==> src/rtl/dpll_lock_detect.sv <==
// dpll_lock_detect: watches a recovered DPLL clock against its reference.
// Measures the reference period and the folded phase error of the DPLL edge
// inside it, then reports lock, loss of lock and loss of reference.
module dpll_lock_detect #(
  parameter int CNT_W        = 16,
  parameter int LOCK_TOL     = 4,
  parameter int LOCK_COUNT   = 8,
  parameter int UNLOCK_COUNT = 4,
  parameter int REF_TIMEOUT  = 60000
) (
  input  logic             baseClockInput,
  input  logic             resetNInput,
  input  logic             enable,
  input  logic             oscInput,
  input  logic             dpllOutput,
  output logic             locked,
  output logic             lossOfRef,
  output logic             errValid,
  output logic [CNT_W-1:0] phaseError,
  output logic [CNT_W-1:0] refPeriod
);

  localparam logic [1:0] ST_IDLE    = 2'd0;
  localparam logic [1:0] ST_ACQUIRE = 2'd1;
  localparam logic [1:0] ST_LOCKED  = 2'd2;
  localparam logic [1:0] ST_NOREF   = 2'd3;

  localparam int HIT_W  = $clog2(LOCK_COUNT + 1);
  localparam int MISS_W = $clog2(UNLOCK_COUNT + 1);

  localparam logic [CNT_W-1:0] CNT_ONE     = CNT_W'(1);
  localparam logic [CNT_W-1:0] CNT_TIMEOUT = CNT_W'(REF_TIMEOUT);
  localparam logic [CNT_W:0]   TOL_EXT     = (CNT_W+1)'(LOCK_TOL);

  // [1:0] is the two-flop synchronizer, [2] the previous value for edge detect
  logic [2:0]       ref_sync_q, dpll_sync_q;
  logic             ref_edge_q, dpll_edge_q;
  logic [CNT_W-1:0] since_ref_q;
  logic [CNT_W-1:0] t_cap_q;
  logic [1:0]       dpll_cnt_q;
  logic [1:0]       state_q, state_d;
  logic             armed_q, armed_d;
  logic [HIT_W-1:0] hit_cnt_q, hit_cnt_d;
  logic [MISS_W-1:0] miss_cnt_q, miss_cnt_d;
  logic             locked_q, lossofref_q, err_valid_q;
  logic [CNT_W-1:0] phase_err_q, ref_period_q;

  logic [CNT_W:0]   p_ext, t_ext, rem_ext, err_ext;
  logic             single_edge, hit, ref_timeout, eval_en;

  // Synchronize both asynchronous inputs and register their rising edges
  // NOTE: every clocked block uses non-blocking assignments so all flops
  // sample pre-edge values; blocking here would collapse the sync chain.
  always_ff @(posedge baseClockInput or negedge resetNInput) begin
    if (!resetNInput) begin
      ref_sync_q  <= '0;
      dpll_sync_q <= '0;
      ref_edge_q  <= 1'b0;
      dpll_edge_q <= 1'b0;
    end else begin
      ref_sync_q  <= {ref_sync_q[1:0], oscInput};
      dpll_sync_q <= {dpll_sync_q[1:0], dpllOutput};
      ref_edge_q  <= ref_sync_q[1] & ~ref_sync_q[2];
      dpll_edge_q <= dpll_sync_q[1] & ~dpll_sync_q[2];
    end
  end

  // Reference-relative time base and capture of the DPLL edge position
  always_ff @(posedge baseClockInput or negedge resetNInput) begin
    if (!resetNInput) begin
      since_ref_q <= '0;
      t_cap_q     <= '0;
      dpll_cnt_q  <= '0;
    end else begin
      if (ref_edge_q) begin
        since_ref_q <= CNT_ONE;
      end else if (since_ref_q != '1) begin
        since_ref_q <= since_ref_q + CNT_ONE;
      end
      // A DPLL edge coinciding with the reference edge opens the new period
      if (ref_edge_q) begin
        dpll_cnt_q <= dpll_edge_q ? 2'd1 : 2'd0;
        if (dpll_edge_q) t_cap_q <= '0;
      end else if (dpll_edge_q) begin
        t_cap_q <= since_ref_q;
        if (dpll_cnt_q != 2'd3) dpll_cnt_q <= dpll_cnt_q + 2'd1;
      end
    end
  end

  // Folded phase error of the period that closes on this reference edge
  always_comb begin
    p_ext       = {1'b0, since_ref_q};
    t_ext       = {1'b0, t_cap_q};
    rem_ext     = p_ext - t_ext;
    err_ext     = (t_ext <= rem_ext) ? t_ext : rem_ext;
    single_edge = (dpll_cnt_q == 2'd1);
    hit         = single_edge && (err_ext <= TOL_EXT);
    // A reference edge this cycle proves the reference is still alive
    ref_timeout = (since_ref_q >= CNT_TIMEOUT) && !ref_edge_q;
  end

  // Lock FSM: enable dominates, then reference timeout, then evaluation
  // NOTE: each output of this block gets a default before any branch, so
  // no path leaves a value unassigned and no latch is inferred.
  always_comb begin
    state_d    = state_q;
    armed_d    = armed_q;
    hit_cnt_d  = hit_cnt_q;
    miss_cnt_d = miss_cnt_q;
    eval_en    = 1'b0;
    if (!enable) begin
      state_d    = ST_IDLE;
      armed_d    = 1'b0;
      hit_cnt_d  = '0;
      miss_cnt_d = '0;
    end else if (state_q != ST_IDLE && ref_timeout) begin
      state_d = ST_NOREF;
      armed_d = 1'b0;
    end else begin
      case (state_q)
        ST_IDLE: begin
          state_d    = ST_ACQUIRE;
          armed_d    = 1'b0;
          hit_cnt_d  = '0;
          miss_cnt_d = '0;
        end
        ST_NOREF: begin
          // This edge is not evaluated; it opens the first measured period
          if (ref_edge_q) begin
            state_d    = ST_ACQUIRE;
            armed_d    = 1'b1;
            hit_cnt_d  = '0;
            miss_cnt_d = '0;
          end
        end
        default: begin
          if (ref_edge_q) begin
            if (!armed_q) begin
              armed_d = 1'b1;
            end else begin
              eval_en = 1'b1;
              if (state_q == ST_ACQUIRE) begin
                if (!hit) begin
                  hit_cnt_d = '0;
                end else if (hit_cnt_q == HIT_W'(LOCK_COUNT - 1)) begin
                  state_d    = ST_LOCKED;
                  hit_cnt_d  = '0;
                  miss_cnt_d = '0;
                end else begin
                  hit_cnt_d = hit_cnt_q + HIT_W'(1);
                end
              end else begin
                if (hit) begin
                  miss_cnt_d = '0;
                end else if (miss_cnt_q == MISS_W'(UNLOCK_COUNT - 1)) begin
                  state_d    = ST_ACQUIRE;
                  hit_cnt_d  = '0;
                  miss_cnt_d = '0;
                end else begin
                  miss_cnt_d = miss_cnt_q + MISS_W'(1);
                end
              end
            end
          end
        end
      endcase
    end
  end

  // State registers plus registered status and measurement outputs
  always_ff @(posedge baseClockInput or negedge resetNInput) begin
    if (!resetNInput) begin
      state_q      <= ST_IDLE;
      armed_q      <= 1'b0;
      hit_cnt_q    <= '0;
      miss_cnt_q   <= '0;
      locked_q     <= 1'b0;
      lossofref_q  <= 1'b0;
      err_valid_q  <= 1'b0;
      phase_err_q  <= '0;
      ref_period_q <= '0;
    end else begin
      state_q     <= state_d;
      armed_q     <= armed_d;
      hit_cnt_q   <= hit_cnt_d;
      miss_cnt_q  <= miss_cnt_d;
      locked_q    <= (state_d == ST_LOCKED);
      lossofref_q <= (state_d == ST_NOREF);
      err_valid_q <= eval_en;
      if (eval_en) begin
        phase_err_q  <= single_edge ? err_ext[CNT_W-1:0] : '1;
        ref_period_q <= since_ref_q;
      end
    end
  end

  assign locked     = locked_q;
  assign lossOfRef  = lossofref_q;
  assign errValid   = err_valid_q;
  assign phaseError = phase_err_q;
  assign refPeriod  = ref_period_q;

endmodule

==> config.mk <==
export PLATFORM = sky130hd
export DESIGN_NAME = dpll_lock_detect
export DESIGN_NICKNAME = d
export VERILOG_FILES = /design/src/rtl/dpll_lock_detect.sv
export SDC_FILE = /design/constraint.sdc
export NUM_CORES = 1
export LEC_CHECK = 0
export ABC_CLOCK_PERIOD_IN_PS = 5000
export CELL_PAD_IN_SITES_DETAIL_PLACEMENT = 0
export CELL_PAD_IN_SITES_GLOBAL_PLACEMENT = 1
export CORE_MARGIN = 2
export CORE_UTILIZATION = 45
export DETAILED_ROUTE_END_ITERATION = 6
export PLACE_DENSITY = 0.78
export SYNTH_ARGS = -nofsm -noshare
export SYNTH_HDL_FRONTEND = slang
export SYNTH_SLANG_ARGS = --single-unit
==> constraint.sdc <==
create_clock -name baseClockInput -period 5 [get_ports baseClockInput]
set_input_delay 1.25 -clock baseClockInput [delete_from_list [all_inputs] [get_ports baseClockInput]]
set_output_delay 1.25 -clock baseClockInput [all_outputs]
set_load 0.02 [all_outputs]
==> flow_metrics.py, run 1 <==
metrics = {
    "run_status": {
        "status": "finished, violations left",
        "violations": "design-rule violations",
    },
    "setup_path": {
        "r2r_cells": 18,
        "crit_start": "since_ref_q[0]",
        "crit_path_end_kind": "register",
        "worstSetupPathType": "reg2reg",
        "worstReg2RegEnd": "hit_cnt_q[1]",
        "r2r-start": "since_ref_q[0]",
        "r2r_slack_ns": 0.23,
        "worst_ep_required_time_ns": 5.23,
        "worst-path-buf-inv": 2,
        "critPathMaxFanout": 4,
        "crit_family": "simple AND/OR/NAND/NOR gates",
        "startpoint_type": "register",
        "critical_path.max_stage_delay_ns": 0.55,
        "crit_slowest_cell": "or4bb_1",
        "path_cells": "inv_1 > ha_1 > inv_1 > fa_2 > a211oi_4 > nor3_2 > o31a_2 > or2_2 > ha_1 > nand4_1 > nor3_1 > a2111oi_0 > o21ai_0 > nand3b_1 > or4bb_1 > nor4_2 > o22ai_2 > mux2_1",
        "cp.arrival_ns": 5.00,
    },
    "logic_synthesis": {
        "yosys_warnings": 0,
        "syn_area_per_cell_sq_um": 9.05,
        "syn_inst": 606,
        "ys.flop_type": "dfrtp_1",
        "synth-seq-area-share": 0.397,
        "synth_area_sq_mm": 0.00548,
        "ys_async_sr_fraction": 1.00,
        "ys_ff_latch": 87,
        "synth_fp_nets": 654,
        "synthDistinctLibCells": 72,
        "synth-edff-count": 0,
    },
    "clock_tree": {
        "cts.clk_slew.worst_paths_ns": 0.06,
        "numCtsBuffers": 9,
        "root_buffer": "clkbuf_16",
        "htree_levels": 3,
        "cts_tree": "built",
        "clk_path_buf_depth": 2,
        "insertion_delay_ns": 0.35,
        "clkSinkCount": 87,
    },
    "placement": {
        "port_buffers": 39,
        "place_congestion": 0.870,
        "hpwlAfterDp_um": 10100,
        "dp_slack_ns": 0.158,
    },
    "grt": {
        "globalRoute.totalOverflow": 0,
        "grt_max_degree": 58,
        "grt_pass1_wl_um": 22800,
        "antenna_found_initial": 0,
        "grt_pass1_vias": 4484,
        "grt_usage": 0.224,
    },
    "timing": {
        "maxSlewViolCount": 0,
        "fmax_mhz": 210,
        "min_period_over_period": 0.954,
        "relSlewSlack": 0.343,
        "setup_viol": 0,
        "setup_tns_ns": 0,
        "fin_ws_ns": 0.231,
        "fin_skew_ns": 0.00610,
        "worst_pin_slew_ns": 0.986,
        "period_minus_slack_ns": 4.77,
        "timing_hold_violations_final": 0,
    },
    "floorplanning": {
        "rows": 40,
        "die_area_sq_mm": 0.0131,
        "ios": 40,
        "fp.dieH_um": 114,
        "coreArea_sq_mm": 0.0120,
        "die_w_um": 114,
        "start_util": 0.458,
    },
    "layout": {
        "num_antenna_cells": 0,
        "final_util": 0.535,
        "nets": 694,
        "num-fill-cells": 1102,
        "syn_to_final_growth_pct": 16.6,
        "final_common_cell": "dfrtp_1",
        "final_cell_mix": "87 x dfrtp_1, 67 x nor2_1, 51 x a21oi_1, 43 x inv_1, 43 x o21ai_0",
        "drive_above_1_share": 0.115,
    },
    "hold_path": {
        "hp-start": "ref_sync_q[0]",
        "hold_depth": 0,
        "hold_end": "ref_sync_q[1]",
        "min_path_type": "reg2reg",
    },
    "route": {
        "drc_errors": 1,
        "post_drt_wl_per_cell_um": 16.9,
        "first_pass_iters": 7,
        "viasPerCell": 5.68,
        "vias": 4529,
        "drt_iter0_drc": 277,
        "antenna_violating_nets_post_route": 0,
        "routed_wl_um": 13500,
    },
    "flow_run": {
        "maxCapViolCount": 0,
    },
    "pwr": {
        "powerDensity_mw_per_mm2": 439,
        "vdd_drop_max_mv": 0.212,
        "leakage_nw": 2.92,
    },
}
[report_power, final]
part	internal, W	total (W)	switching, W	leakage (nW)
sequential	0.000753	0.000808	0.0000551	1.18
clock	0.000405	0.000697	0.000291	0.147
combinational	0.000551	0.00130	0.000751	1.60
total	0.00171	0.00281	0.00110	2.92
[flip-flops by register name (all words and copies together), names as in the netlist]
signal and count:
armed_q 1, dpll_cnt_q 2, dpll_edge_q 1, dpll_sync_q 3, errValid 1, hit_cnt_q 4
locked 1, lossOfRef 1, miss_cnt_q 3, phaseError 16, refPeriod 16, ref_edge_q 1
ref_sync_q 3, since_ref_q 16, state_q 2, t_cap_q 16
[stage by stage]
stage	total power, W	std cells	hold slack [ns]	instance area (sq um)
2_1_floorplan	0.00170	606	0.331	5480
3_3_place_gp	0.00206	781	0.334	6050
6_report	0.00281	798	0.355	6390
5_1_grt	0.00300	798	0.369	6390
4_1_cts	0.00279	797	0.358	6360
3_5_place_dp	0.00208	781	0.338	6050
[cell usage after synthesis (all sizes together), types with 4 or more instances]
master | instances | share of area
and2 | 4 | 0.0046
nor2b | 7 | 0.0080
nor4 | 7 | 0.0080
clkbuf | 19 | 0.013
a31oi | 6 | 0.0068
mux2i | 5 | 0.0091
nor3 | 20 | 0.020
nor2 | 68 | 0.047
o21a | 7 | 0.0096
nand4 | 6 | 0.0068
xor2 | 8 | 0.013
ha | 42 | 0.096
xnor2 | 10 | 0.017
nand2b | 6 | 0.0068
a21o | 5 | 0.0068
and3 | 9 | 0.011
a21oi | 52 | 0.048
inv | 43 | 0.029
nand3 | 35 | 0.032
mux2 | 18 | 0.038
buf | 8 | 0.010
o21ai | 45 | 0.042
nand2 | 30 | 0.021
a211oi | 8 | 0.014
o211ai | 7 | 0.0096
dfrtp | 87 | 0.40
[worst max-delay path by stage]
stage | endpoint | depth (start not counted) | slack (ns)
floorplan | hit_cnt_q[1] | 19 | 0.39
global placement | hit_cnt_q[1] | 19 | 0.16
detailed placement | hit_cnt_q[1] | 19 | 0.16
CTS | hit_cnt_q[1] | 19 | 0.08
global route | lossOfRef | 19 | -0.02
finish | hit_cnt_q[1] | 18 | 0.23
[worst register-to-register path: stages, from the launching register on]
cell and delay (ns):
dfrtp_1 0.38, inv_1 0.16, ha_1 0.20, inv_1 0.06
fa_2 0.39, a211oi_4 0.30, nor3_2 0.13, o31a_2 0.38
or2_2 0.32, ha_1 0.29, nand4_1 0.12, nor3_1 0.22
a2111oi_0 0.12, o21ai_0 0.18, nand3b_1 0.13, or4bb_1 0.55
nor4_2 0.27, o22ai_2 0.15, mux2_1 0.33
[layout make-up]
class	count	area, sq um	area share
Sequential cell	87	2180	0.340
Tap cell	147	184	0.0288
Clock inverter	5	63.8	0.00998
Multi-Input combinational cell	449	3050	0.477
Inverter	43	161	0.0252
Timing Repair Buffer	56	515	0.0806
Clock buffer	11	243	0.0380
[kinds of logic after synthesis]
logic type / Yosys count / share of synthesized area
and+or+nand+nor: 215 / 0.199
AOI/OAI and AO/OA: 150 / 0.175
DFF: 87 / 0.397
buffers and inverters: 70 / 0.0527
adders and majority gates: 43 / 0.0995
muxes: 23 / 0.0468
xor gates and xnor gates: 18 / 0.0301
[metal layers]
layer  GRT usage  wire length [um]  vias up
met5           0                 0        -
met4      0.0764               238        0
met3      0.0286               575       15
met2       0.338              5910      102
met1       0.331              6800     2182
li1            -                 -     2230
[repair_timing]
action                     CTS  global route
setup endpoints to repair    0            11
hold buffers                 0             0
setup buffers                0             1
gates resized for setup      0             6
Power figures use the tool's default switching activity.
==> run 2, diff against run 1 <==
--- a/config.mk
+++ b/config.mk
@@ -5,13 +5,15 @@
 export SDC_FILE = /design/constraint.sdc
 export NUM_CORES = 1
 export LEC_CHECK = 0
-export ABC_CLOCK_PERIOD_IN_PS = 5000
+export ABC_CLOCK_PERIOD_IN_PS = 6000
 export CELL_PAD_IN_SITES_DETAIL_PLACEMENT = 0
 export CELL_PAD_IN_SITES_GLOBAL_PLACEMENT = 1
 export CORE_MARGIN = 2
 export CORE_UTILIZATION = 45
+export CTS_CLUSTER_SIZE = 30
 export DETAILED_ROUTE_END_ITERATION = 6
 export PLACE_DENSITY = 0.78
+export REMOVE_ABC_BUFFERS = 1
 export SYNTH_ARGS = -nofsm -noshare
 export SYNTH_HDL_FRONTEND = slang
 export SYNTH_SLANG_ARGS = --single-unit
==> constraint.sdc (replaced) <==
create_clock -name baseClockInput -period 6 [get_ports baseClockInput]
set_input_delay 1.5 -clock baseClockInput [delete_from_list [all_inputs] [get_ports baseClockInput]]
set_output_delay 1.5 -clock baseClockInput [all_outputs]
set_load 0.02 [all_outputs]
==> run 2 against run 1 <==
The flow now finishes without violations; via count increased by 1.2%; first-iteration DRC count increased by 21%; non-clock buffer count decreased by 10; sequential power decreased by 16%; register-to-register slack improved by 0.45 ns; core utilization decreased by 0.64 points; critical path type unchanged; largest cell class unchanged; largest power group unchanged.
==> flow_metrics.py, run 2 (same netlist as run 1, synthesis figures left out) <==
metrics = {
    "grt": {
        "globalRoute.totalOverflow": 0,
        "grt_usage": 0.224,
        "grt_pass1_wl_um": 23100,
        "antenna_found_initial": 0,
        "grt_max_degree": 51,
        "grt_pass1_vias": 4491,
    },
    "route": {
        "vias": 4583,
        "antenna_violating_nets_post_route": 0,
        "first_pass_iters": 5,
        "viasPerCell": 5.82,
        "drt_iter0_drc": 335,
        "post_drt_wl_per_cell_um": 16.9,
        "drc_errors": 0,
        "routed_wl_um": 13300,
    },
    "setup_path": {
        "crit_slowest_cell": "o41ai_2",
        "critical_path.max_stage_delay_ns": 0.59,
        "startpoint_type": "register",
        "worstSetupPathType": "reg2reg",
        "critPathMaxFanout": 11,
        "path_cells": "inv_1 > ha_1 > nor3_1 > a211oi_1 > a21bo_2 > a311oi_1 > a2111oi_1 > nor3_2 > inv_1 > ha_1 > and3_1 > a221o_1 > a31oi_1 > o21ai_0 > nand3b_1 > or4bb_1 > o41ai_2 > a21oi_1 > nor2b_1",
        "cp.arrival_ns": 5.60,
        "crit_path_end_kind": "register",
        "worst_ep_required_time_ns": 6.28,
    },
    "timing": {
        "timing_hold_violations_final": 0,
        "relSlewSlack": 0.284,
        "setup_tns_ns": 0,
        "period_minus_slack_ns": 5.32,
        "setup_viol": 0,
        "grt_setup_unrepaired": "false",
        "fin_skew_ns": 0.00754,
        "maxSlewViolCount": 0,
        "min_period_over_period": 0.887,
        "worst_pin_slew_ns": 1.07,
        "fmax_mhz": 188,
    },
    "floorplanning": {
        "start_util": 0.458,
        "rows": 40,
        "ios": 40,
        "die_area_sq_mm": 0.0131,
        "fp.dieH_um": 114,
        "die_w_um": 114,
        "coreArea_sq_mm": 0.0120,
    },
    "clock_tree": {
        "ctsResizeCount": 0,
        "clk_path_buf_depth": 2,
        "clkSinkCount": 87,
        "htree_levels": 3,
        "insertion_delay_ns": 0.35,
        "cts_tree": "built",
        "numCtsBuffers": 9,
        "root_buffer": "clkbuf_16",
        "cts_setup_buffers": 0,
        "cts_hold_buffers": 0,
        "cts.clk_slew.worst_paths_ns": 0.06,
    },
    "layout": {
        "final_cell_mix": "87 x dfrtp_1, 67 x nor2_1, 51 x a21oi_1, 43 x inv_1, 43 x o21ai_0",
        "syn_to_final_growth_pct": 15.2,
        "final_util": 0.528,
        "final_common_cell": "dfrtp_1",
        "nets": 684,
        "final_cells": 788,
        "drive_above_1_share": 0.0952,
        "num_antenna_cells": 0,
    },
    "pwr": {
        "p_sw_frac": 0.389,
        "p_total_w": 0.00231,
        "powerDensity_mw_per_mm2": 366,
        "pwr-share-comb": 0.432,
        "p_int_w": 0.00141,
        "power_frac_clock": 0.273,
        "p_switching_w": 0.000899,
        "p_seq_frac": 0.295,
        "vdd_drop_max_mv": 0.233,
        "leakage_nw": 2.89,
    },
    "placement": {
        "port_buffers": 39,
        "dp.cells": 772,
        "hpwlAfterDp_um": 9770,
        "place_congestion": 0.875,
    },
    "flow_run": {
        "maxCapViolCount": 0,
    },
    "hold_path": {
        "min_path_type": "reg2reg",
    },
    "run_status": {
        "status": "complete, no violations",
    },
}
[run 2: cell type report]
cell class / count / area, sq um
Tap cell: 147 / 184
Fill cell: 1071 / 5640
Multi-Input combinational cell: 449 / 3020
Inverter: 43 / 161
Timing Repair Buffer: 46 / 440
Sequential cell: 87 / 2180
Clock buffer: 10 / 239
Clock inverter: 6 / 97.6
[run 2: per-layer routing]
metal | vias up | track usage | wire, um
met1 | 2205 | 0.330 | 6570
met3 | 18 | 0.0365 | 602
met2 | 139 | 0.336 | 5950
met5 | - | 0 | 0
met4 | 0 | 0.0740 | 208
li1 | 2221 | - | -
[run 2: final timing paths]
kind	start	endpoint	slack, ns	cells past startpoint
setup reg to reg	t_cap_q[5]	lossOfRef	0.68	19
hold reg to reg	ref_sync_q[0]	ref_sync_q[1]	0.35	0
max in group asynchronous	resetNInput	state_q[0]	3.86	2
setup / recovery	t_cap_q[5]	lossOfRef	0.68	19
hold / removal	ref_sync_q[0]	ref_sync_q[1]	0.35	0
min in group asynchronous	resetNInput	phaseError[4]	1.12	1
[run 2: worst max-delay path: cells and delay by family, from the launching register on]
kind                     cells  cell delay [ns]
adder cells (fa/ha/maj)      2             0.80
flip-flops                   1             0.41
AND/OR/NAND/NOR              6             1.72
buffers and inverters        2             0.17
AO/OA/AOI/OAI                9             2.14
[run 2: power groups by stage]
stage	Clock, W	Sequential, W	Combinational (W)
after CTS	0.000645	0.000681	0.000993
after global routing	0.000674	0.000689	0.00111
after floorplan	0	0.000695	0.000712
after global placement	0	0.000690	0.000964
final	0.000631	0.000681	0.000999
after detailed placement	0	0.000692	0.000986
[run 2: through the flow]
| step | setup slack [ns] | hold slack [ns] | instance area (sq um) |
|---|---|---|---|
| global route | 0.163 | 0.357 | 6320 |
| CTS | 0.723 | 0.356 | 6320 |
| finish | 0.678 | 0.353 | 6320 |
| detailed placement | 0.741 | 0.341 | 5980 |
| global placement | 0.878 | 0.339 | 5980 |
| floorplan | 0.782 | 0.331 | 5360 |
